**src/rtl/Types.sv**
```systemverilog
// Shared pipeline types: datapath word, FU completion bundle and ROB entry/retire records.
package Types;
  localparam int ROB_IDX_W = 4;
  localparam int ROB_NUM_W = 6;

  typedef logic [31:0] word;

  typedef struct packed {
    logic                 ready;
    logic [ROB_NUM_W-1:0] ROBNumber;
    word                  FU_Result;
  } complete_stage_struct;

  typedef struct packed {
    logic       busy;
    logic       done;
    logic [4:0] rd;
    logic       regwrite;
    logic       memwrite;
    word        value;
  } rob_entry_struct;

  typedef struct packed {
    logic       valid;
    logic [4:0] rd;
    logic       regwrite;
    logic       memwrite;
    word        value;
  } retire_struct;
endpackage

```
**src/rtl/rob_retire_select.sv**
```systemverilog
// In-order retire picker: head retires when finished, head+1 only behind it.
module rob_retire_select (
  input  logic       i_head_busy,
  input  logic       i_head_done,
  input  logic       i_next_busy,
  input  logic       i_next_done,
  output logic [1:0] o_en,
  output logic [1:0] o_cnt
);
  always_comb begin
    o_en    = '0;
    o_en[0] = i_head_busy && i_head_done;
    o_en[1] = o_en[0] && i_next_busy && i_next_done;
    o_cnt   = {1'b0, o_en[0]} + {1'b0, o_en[1]};
  end
endmodule

```
**src/rtl/complete_rob.sv**
```systemverilog
// Reorder buffer / completion stage: alloc, 3-slot complete, wakeup, 2-wide retire.
// Optional flush port enabled by COMPLETE_ROB_FLUSH_EN.
module complete_rob
  import Types::*;
#(
  parameter int ROB_DEPTH = 16,
  parameter int RETIRE_W  = 2
) (
  input  logic                 i_clk,
  input  logic                 i_rst,
`ifdef COMPLETE_ROB_FLUSH_EN
  input  logic                 i_flush,
`endif
  input  logic                 i_alloc_valid,
  input  logic [4:0]           i_alloc_rd,
  input  logic                 i_alloc_regwrite,
  input  logic                 i_alloc_memwrite,
  output logic                 o_alloc_ready,
  output logic [ROB_IDX_W-1:0] o_alloc_rob,
  input  complete_stage_struct i_complete_result [3],
  output logic                 o_wakeup_valid [3],
  output logic [ROB_IDX_W-1:0] o_wakeup_rob [3],
  output word                  o_wakeup_value [3],
  output logic                 o_retire_valid [RETIRE_W],
  output logic [4:0]           o_retire_rd [RETIRE_W],
  output logic                 o_retire_regwrite [RETIRE_W],
  output logic                 o_retire_memwrite [RETIRE_W],
  output word                  o_retire_value [RETIRE_W],
  output logic [ROB_IDX_W:0]   o_count,
  output logic                 o_full,
  output logic                 o_empty
);
  localparam logic [ROB_IDX_W-1:0] IDX_MASK = ROB_IDX_W'(ROB_DEPTH - 1);
  localparam logic [ROB_IDX_W:0]   DEPTH_C  = (ROB_IDX_W + 1)'(ROB_DEPTH);

  rob_entry_struct        rob_q [ROB_DEPTH];
  rob_entry_struct        rob_d [ROB_DEPTH];
  logic [ROB_IDX_W-1:0]   head_q, head_d, tail_q, tail_d, head_nxt;
  logic [ROB_IDX_W:0]     count_q, count_d;
  logic                   wk_valid_q [3];
  logic                   wk_valid_d [3];
  logic [ROB_IDX_W-1:0]   wk_rob_q [3];
  logic [ROB_IDX_W-1:0]   wk_rob_d [3];
  word                    wk_value_q [3];
  word                    wk_value_d [3];
  retire_struct           ret_q [2];
  retire_struct           ret_d [2];
  logic [ROB_IDX_W-1:0]   cidx [3];
  logic                   acc [3];
  logic [ROB_IDX_W-1:0]   ret_ptr [2];
  logic [1:0]             ret_en;
  logic [1:0]             ret_cnt;
  logic                   alloc_fire;

  assign head_nxt   = (head_q + 1'b1) & IDX_MASK;
  assign ret_ptr[0] = head_q;
  assign ret_ptr[1] = head_nxt;

  rob_retire_select u_sel (
    .i_head_busy (rob_q[head_q].busy),
    .i_head_done (rob_q[head_q].done),
    .i_next_busy (rob_q[head_nxt].busy),
    .i_next_done (rob_q[head_nxt].done),
    .o_en        (ret_en),
    .o_cnt       (ret_cnt)
  );

  assign o_full        = (count_q == DEPTH_C);
  assign o_empty       = (count_q == '0);
  assign o_alloc_ready = !o_full;
  assign o_alloc_rob   = tail_q;
  assign o_count       = count_q;
  assign alloc_fire    = i_alloc_valid && o_alloc_ready;

  always_comb begin
    rob_d   = rob_q;
    head_d  = (head_q + ROB_IDX_W'(ret_cnt)) & IDX_MASK;
    tail_d  = (tail_q + ROB_IDX_W'(alloc_fire)) & IDX_MASK;
    count_d = count_q + (ROB_IDX_W + 1)'(alloc_fire)
            - (ROB_IDX_W + 1)'(ret_cnt);
    // Acceptance sees pre-edge state; later slots overwrite earlier ones.
    for (int s = 0; s < 3; s++) begin
      cidx[s] = i_complete_result[s].ROBNumber[ROB_IDX_W-1:0];
      acc[s]  = (i_complete_result[s].ready === 1'b1)
             && (int'(i_complete_result[s].ROBNumber) < ROB_DEPTH)
             && rob_q[cidx[s]].busy && !rob_q[cidx[s]].done;
      wk_valid_d[s] = acc[s];
      wk_rob_d[s]   = acc[s] ? cidx[s] : '0;
      wk_value_d[s] = acc[s] ? i_complete_result[s].FU_Result : '0;
    end
    for (int s = 0; s < 3; s++) begin
      if (acc[s]) begin
        rob_d[cidx[s]].done  = 1'b1;
        rob_d[cidx[s]].value = i_complete_result[s].FU_Result;
      end
    end
    for (int k = 0; k < 2; k++) begin
      ret_d[k] = '0;
      if (ret_en[k]) begin
        ret_d[k] = '{valid:    1'b1,
                     rd:       rob_q[ret_ptr[k]].rd,
                     regwrite: rob_q[ret_ptr[k]].regwrite,
                     memwrite: rob_q[ret_ptr[k]].memwrite,
                     value:    rob_q[ret_ptr[k]].value};
        rob_d[ret_ptr[k]] = '0;
      end
    end
    if (alloc_fire) begin
      rob_d[tail_q] = '{busy:     1'b1,
                        done:     1'b0,
                        rd:       i_alloc_rd,
                        regwrite: i_alloc_regwrite,
                        memwrite: i_alloc_memwrite,
                        value:    '0};
    end
`ifdef COMPLETE_ROB_FLUSH_EN
    if (i_flush) begin
      for (int i = 0; i < ROB_DEPTH; i++) rob_d[i] = '0;
      head_d  = head_q;
      tail_d  = head_q;
      count_d = '0;
      for (int s = 0; s < 3; s++) begin
        wk_valid_d[s] = 1'b0;
        wk_rob_d[s]   = '0;
        wk_value_d[s] = '0;
      end
      ret_d[0] = '0;
      ret_d[1] = '0;
    end
`endif
  end

  always_ff @(posedge i_clk) begin
    if (i_rst) begin
      for (int i = 0; i < ROB_DEPTH; i++) rob_q[i] <= '0;
      head_q  <= '0;
      tail_q  <= '0;
      count_q <= '0;
      for (int s = 0; s < 3; s++) begin
        wk_valid_q[s] <= 1'b0;
        wk_rob_q[s]   <= '0;
        wk_value_q[s] <= '0;
      end
      ret_q[0] <= '0;
      ret_q[1] <= '0;
    end else begin
      rob_q      <= rob_d;
      head_q     <= head_d;
      tail_q     <= tail_d;
      count_q    <= count_d;
      wk_valid_q <= wk_valid_d;
      wk_rob_q   <= wk_rob_d;
      wk_value_q <= wk_value_d;
      ret_q      <= ret_d;
    end
  end

  always_comb begin
    for (int s = 0; s < 3; s++) begin
      o_wakeup_valid[s] = wk_valid_q[s];
      o_wakeup_rob[s]   = wk_rob_q[s];
      o_wakeup_value[s] = wk_value_q[s];
    end
    for (int k = 0; k < RETIRE_W; k++) begin
      o_retire_valid[k]    = ret_q[k].valid;
      o_retire_rd[k]       = ret_q[k].rd;
      o_retire_regwrite[k] = ret_q[k].regwrite;
      o_retire_memwrite[k] = ret_q[k].memwrite;
      o_retire_value[k]    = ret_q[k].value;
    end
  end
endmodule

```
**config.mk**
```make
export PLATFORM = sky130hd
export DESIGN_NAME = complete_rob
export DESIGN_NICKNAME = d
export VERILOG_FILES = /design/src/rtl/Types.sv /design/src/rtl/rob_retire_select.sv /design/src/rtl/complete_rob.sv
export SDC_FILE = /design/constraint.sdc
export NUM_CORES = 2
export LEC_CHECK = 0
export CELL_PAD_IN_SITES_DETAIL_PLACEMENT = 1
export CELL_PAD_IN_SITES_GLOBAL_PLACEMENT = 2
export CORE_MARGIN = 1
export CORE_UTILIZATION = 41
export CTS_BUF_LIST = sky130_fd_sc_hd__clkbuf_2 sky130_fd_sc_hd__clkbuf_4 sky130_fd_sc_hd__clkbuf_8
export CTS_CLUSTER_DIAMETER = 30
export DETAILED_ROUTE_END_ITERATION = 6
export PLACE_DENSITY = 0.8
export SLEW_MARGIN = 20
export SYNTH_ARGS = -nofsm -noshare
export SYNTH_HDL_FRONTEND = slang
export SYNTH_SLANG_ARGS = --single-unit
export TNS_END_PERCENT = 5
```
**constraint.sdc**
```tcl
create_clock -name i_clk -period 5.2 [get_ports i_clk]
set_clock_uncertainty 0.15 [all_clocks]
set_input_delay 0.78 -clock i_clk [delete_from_list [all_inputs] [get_ports i_clk]]
set_output_delay 0.78 -clock i_clk [all_outputs]
set_load 0.05 [all_outputs]
```
# --- Word-level counts from Yosys, hierarchy flattened ---
# Cells that the tools add are included.
word_totals:
  ff_bits: 860
  output_inout_bits: 203
  ramBits: 0
  latchBits: 0
  word_cells: 235
  mem_count: 0
  inputBits: 127
  mem_bits_ro: 0
op_classes:
  div_mod_pow: 0
  n_lt_le_gt_ge: 15
  addsub: 6
  n_eq_ne: 4
  multipliers: 0
  shift: 0
  n_mux: 48
  reduce_logical: 29
  n_bitwise: 15
ops:
  columns: ["cell", "n"]
  rows:
  - ["$bwmux W656", 7]
  - ["$mux W656", 6]
  - ["$demux W41 S4", 9]
  - ["$and A656 B656 Y656", 2]
  - ["$not A656 Y656", 2]
  - ["$bmux W41 S4", 5]
  - ["$mux W41", 13]
  - ["$mux W40", 5]
  - ["$mux W32", 3]
  - ["$ge A5 B5 Y1 const B", 6]
  - ["$lt A5 B1 Y1 const B", 6]
  - ["$not A4 Y5", 6]
  - ["$logic_and A1 B1 Y1", 19]
  - ["$lt A6 B5 Y1 const B", 3]
  - ["$reduce_or A2 Y1", 5]
  - ["$add A5 B1 Y5", 1]
  - ["$eq A5 B5 Y1 const B", 1]
  - ["$logic_not A5 Y1", 1]
  - ["$not A1 Y1", 5]
  - ["$sub A5 B2 Y5", 1]
  - ["$add A4 B1 Y4", 1]
  - ["$add A4 B1 Y4 const B", 1]
  - ["$add A4 B2 Y4", 1]
  - ["$logic_not A1 Y1", 4]
  - ["other kinds (2)", 4]

# --- Depth between registers and ports, before layout ---
logic_depth:
  depth_word: 20
  mapped_depth: 20
  mapped_depth_nobuf: 18

# --- Hierarchy ---
# Synthesis repeated with hierarchy kept, for this count alone.
unflattened:
  cells_unflattened: 4986
  hier_area_um2: 49251.0
modules_own_cells:
  columns: ["mod", "seq_area_each_um2", "area_per_inst_um2", "instances", "cells_per_inst"]
  rows:
  - ["complete_rob", 17216.5, 49222.2, 1, 4983]
  - ["rob_retire_select", 0.0, 28.8, 1, 3]

# --- Worst setup path after synthesis ---
# No wires, ideal clock.
synth_timing:
  kind: "flip-flop to flip-flop"
  from: "register head_q[1]"
  to: "register count_q[4], in the netlist o_count[4]"
  t_required_ps: 4980
  arrival_time_ps: 3794
  n_path_buf: 2
  setup_slack_ps: 1186
  period_less_slack_ps: 4014
  setup_ps: 70
  stages_incl_launch_ff: 20
  cell_sequence: "dfxtp_1 buf_2 inv_1 ha_1 clkbuf_1 o21ai_0 mux4_2 nor2_1 nor2_1 ha_1 ha_1 inv_1 ha_1 inv_1 fa_1 inv_1 a21oi_1 nor2_1 or3_1 a21oi_1"
synth_via:
  elab_chain_len: 9
  elab_cells_between_ends: 14
  classes_between: "add/sub: 3; mux: 6; bitwise: 2; reduce/logical: 3"
synth_rtl:
  columns: ["item", "line", "text"]
  rows:
  - ["from (decl)", "complete_rob.sv:38", "logic [ROB_IDX_W-1:0] head_q, head_d, tail_q, tail_d, head_nxt;"]
  - ["from (signal assigned)", "complete_rob.sv:136", "head_q <= '0;"]
  - ["from (signal assigned)", "complete_rob.sv:148", "head_q <= head_d;"]
  - ["$add A4 B1 Y4 or $not A4 Y5 (tied branches)", "complete_rob.sv:55, complete_rob.sv:60, complete_rob.sv:61", null]
  - ["$not A4 Y5 (implied by the code) or $bmux W41 S4 (tied branches)", null, null]
  - ["$bmux W41 S4 or $mux W41 (tied branches)", null, null]
  - ["$mux W41", null, null]
  - ["$mux W41 or $logic_and A1 B1 Y1 (tied branches)", null, null]
  - ["$logic_and A1 B1 Y1 (2 in series)", "rob_retire_select.sv:13", "o_en[1] = o_en[0] && i_next_busy && i_next_done;"]
  - ["$add A1 B1 Y2 (*)", "rob_retire_select.sv:14", "o_cnt = {1'b0, o_en[0]} + {1'b0, o_en[1]};"]
  - ["$sub A5 B2 Y5 (*)", "complete_rob.sv:80", "- (ROB_IDX_W + 1)'(ret_cnt);"]
  - ["to (signal assigned)", "complete_rob.sv:150", "count_q <= count_d;"]
  - ["to (decl)", "complete_rob.sv:39", "logic [ROB_IDX_W:0] count_q, count_d;"]
# Every way passes the cells marked *; elsewhere a longest branch is shown, timed or not. The select of a mux whose other input is x is not followed.
# A chain may end at the register's enable or synchronous reset.

# --- Final worst setup path ---
# Ends and elaborated chain as after synthesis.

==> flow_metrics.tcl <==
set metrics [dict create \
    status "finished clean" \
    cts_sinks 860 \
    setup.worst_path.class "reg -> reg" \
    path_buf_inv 5 \
    end_kind "register" \
    critPathArrivalTime_ps 5050 \
    slowest_delay_ps 490 \
    synth_area_leaders "dfxtp_1 35%, mux4_2 19%, mux2i_1 5.1%" \
    rsz0062_at_grt "no" \
    cts.reportedPaths.clkPinSlew_ps 50 \
    cts_tree "yes" \
    final.setup.tns_ps 0 \
    die_area_um2 120000 \
    design_power_total_mw 19.4 \
    r2r-end "o_count[4]$_SDFF_PP0_" \
    die_x_um 347 \
    ys_top_cells_by_count "860 x dfxtp_1, 415 x mux4_2, 408 x clkbuf_1" \
    grt_pass1_wl_mm 325 \
    reg2reg_slack_ps 850 \
    cellPowerDensity_nw_per_um2 322 \
    synth_fp_nets 4854 \
    worstHoldPathType "reg -> reg" \
    boundaryPins 330 \
    initial_core_util_pct 41.3 \
    start_kind "register" \
    root_buffer "clkbuf_8" \
    cts_buffers 239 \
    yosysMostFrequentCell "dfxtp_1" \
    maxSlewHeadroom_pct 20.8 \
    grt_pass1_vias 46300 \
    finalMaxSlewViolations 0 \
    grt-ovfl-total 0 \
    post-route-period-util_pct 83.6 \
    cts_resized 0 \
    syn_avg_cell_area_um2 10.3 \
    setup_viol 0 \
    synth_warnings 0 \
    fp-row-count 126 \
    ant_nets 0 \
    drt-initial-drc-count 5351 \
    hold_violations 0 \
    finalCriticalPeriod_ps 4350 \
    p_leak_nw 20.9 \
    port_buffers 329 \
    clockBufferDepth 3 \
    wl_per_cell_um 34.0 \
    syn2layout_area_growth_pct 23.6 \
    clk_latency_ps 980 \
    die_height_um 347 \
    htreeDepth 4 \
    critical_path_depth 18 \
    nets 5055 \
    synth_seq_cells 860 \
    cpMostUsedCell "inv_1" \
    yosys.area.top_type "dfxtp_1" \
    dpl.cell_count 6203 \
    cp.required_ps 5910 \
    syn_inst 4707 \
    fmax_mhz 230 \
    cpLargestDelayFamily "simple AND/OR/NAND/NOR gates" \
    dp_hpwl_mm 141 \
    cts_setup_buffers 0 \
    grt_util_all_layers_pct 36.9 \
    cp-startpoint "head_q[1]$_SDFF_PP0_" \
    grt_start_max_net_pins 121 \
    layout-drive-gt1-share_pct 29.6 \
    vdd_drop_max_v 0.000312 \
    coreArea_um2 118000 \
    antenna_found_initial 17 \
    synth_area_um2 48700 \
    cts_hold_buf 0 \
    dominantRegCellSynth "dfxtp_1" \
    drc_errors 0 \
    synth_cell_types 83 \
    routabilityCongestion 0.975 \
    crit_end "o_count[4]$_SDFF_PP0_" \
    cp_max_fo 9 \
    tightestPinTransition_ps 1190 \
    drt_wl_total_mm 226 \
    dr.pass1.iters 6 \
    timing.rr.start "head_q[1]$_SDFF_PP0_" \
    path_cells "inv_1 > mux4_2 > nor2_1 > nor4_4 > clkinv_1 > nand2_1 > nor2_1 > ha_1 > ha_1 > inv_1 > ha_1 > inv_1 > fa_1 > inv_1 > a21oi_1 > nor2_1 > or3_1 > a21oi_1" \
    postSynth.asyncResetShare_pct 0 \
    synth_top_area_share_pct 35.4 \
    routed_via_density 6.83 \
    finalNonFillerCells 6664 \
    yosysSeqAreaShare_pct 35.4 \
    synth_edf_count 0 \
    cap_violations 0 \
    r2r_cells 18 \
    slowest_stage "nor4_4" \
    vias 45500 \
]
## registers in the layout (all words and copies together), names as in the netlist, 3 cells and up
register	flops
o_retire_rd	10
rob_q	656
o_wakeup_valid	3
o_alloc_rob	4
o_wakeup_value	96
o_wakeup_rob	12
o_count	5
head_q	4
o_retire_value	64
## layout make-up
type                    count  area [µm²]
clock buffers             307        4030
fillers                 12500       57700
flip-flops and latches    860       17200
multi-input cells        3207       29300
inverters                  59         223
diodes                      6        15.0
clock inverters           148        2060
repair buffers            541        5430
well taps                1536        1920
## metal layers
layer  vias up  global-route usage (%)  wire, µm
met5         -                   0.200        72
met4        12                    20.5     12800
met3       716                    10.1     24400
met2      3018                    55.9     99900
met1     23300                    47.4     89100
li1      18400                       -         -
## power by group
| group | leakage [nW] | total, mW | switching (mW) | internal, mW |
|---|---|---|---|---|
| Clock | 3.11 | 11.4 | 4.01 | 7.38 |
| Combinational | 10.8 | 1.28 | 0.882 | 0.395 |
| Sequential | 6.93 | 6.71 | 0.0584 | 6.65 |
## layout by cell type (no fill, tap or decap), types with 32 or more instances in the layout
cell / count
dfxtp_1: 857
mux4_2: 415
o22ai_1: 363
nor2_1: 339
nor3_1: 328
clkdlybuf4s50_1: 328
clkbuf_8: 275
mux2i_1: 250
nor2b_1: 186
mux2_2: 185
buf_4: 168
a211oi_1: 167
and2_1: 150
a22o_1: 113
nand2_1: 108
nor3_2: 82
o2bb2ai_1: 64
clkinv_2: 62
inv_1: 56
nand3_1: 53
a211oi_2: 50
bufinv_16: 45
buf_12: 44
o21ai_0: 39
nor4_1: 39
clkbuf_4: 32
## logic make-up (layout without fill, tap and decap cells)
| kind of cell | count (synthesis) | in the layout | synth area share [%] |
|---|---|---|---|
| buffers and inverters | 640 | 1055 | 5.33 |
| DFF | 860 | 860 | 35.4 |
| adders and majority gates | 20 | 20 | 0.545 |
| other | 0 | 6 | 0 |
| muxes | 851 | 851 | 28.6 |
| AOI/OAI and AO/OA | 903 | 903 | 14.1 |
| and+or+nand+nor | 1425 | 1425 | 15.9 |
| xor gates and xnor gates | 8 | 8 | 0.144 |
## through the flow
step	setup WS (ps)	hold slack [ps]	utilization (%)	instance area, µm²
final	854	343	51.0	60200
after global routing	448	333	51.0	60200
after CTS	808	263	51.0	60200
after detailed placement	539	327	45.9	54100
after global placement	632	318	45.9	54100
after floorplan	1190	304	-	48700
## how the worst min path moves through the flow
stage | slack [ps] | depth (start not counted) | from | end
after floorplan | 300 | 1 | rob_q[239]$_SDFF_PP0_ | rob_q[239]$_SDFF_PP0_
after CTS | 260 | 2 | i_rst | o_count[3]$_SDFF_PP0_
after global placement | 320 | 1 | rob_q[242]$_SDFF_PP0_ | rob_q[242]$_SDFF_PP0_
after detailed placement | 330 | 1 | rob_q[241]$_SDFF_PP0_ | rob_q[241]$_SDFF_PP0_
after global routing | 330 | 2 | i_rst | o_count[3]$_SDFF_PP0_
final | 340 | 1 | rob_q[528]$_SDFF_PP0_ | rob_q[528]$_SDFF_PP0_
No activity file was read; power rests on OpenSTA's default activity.
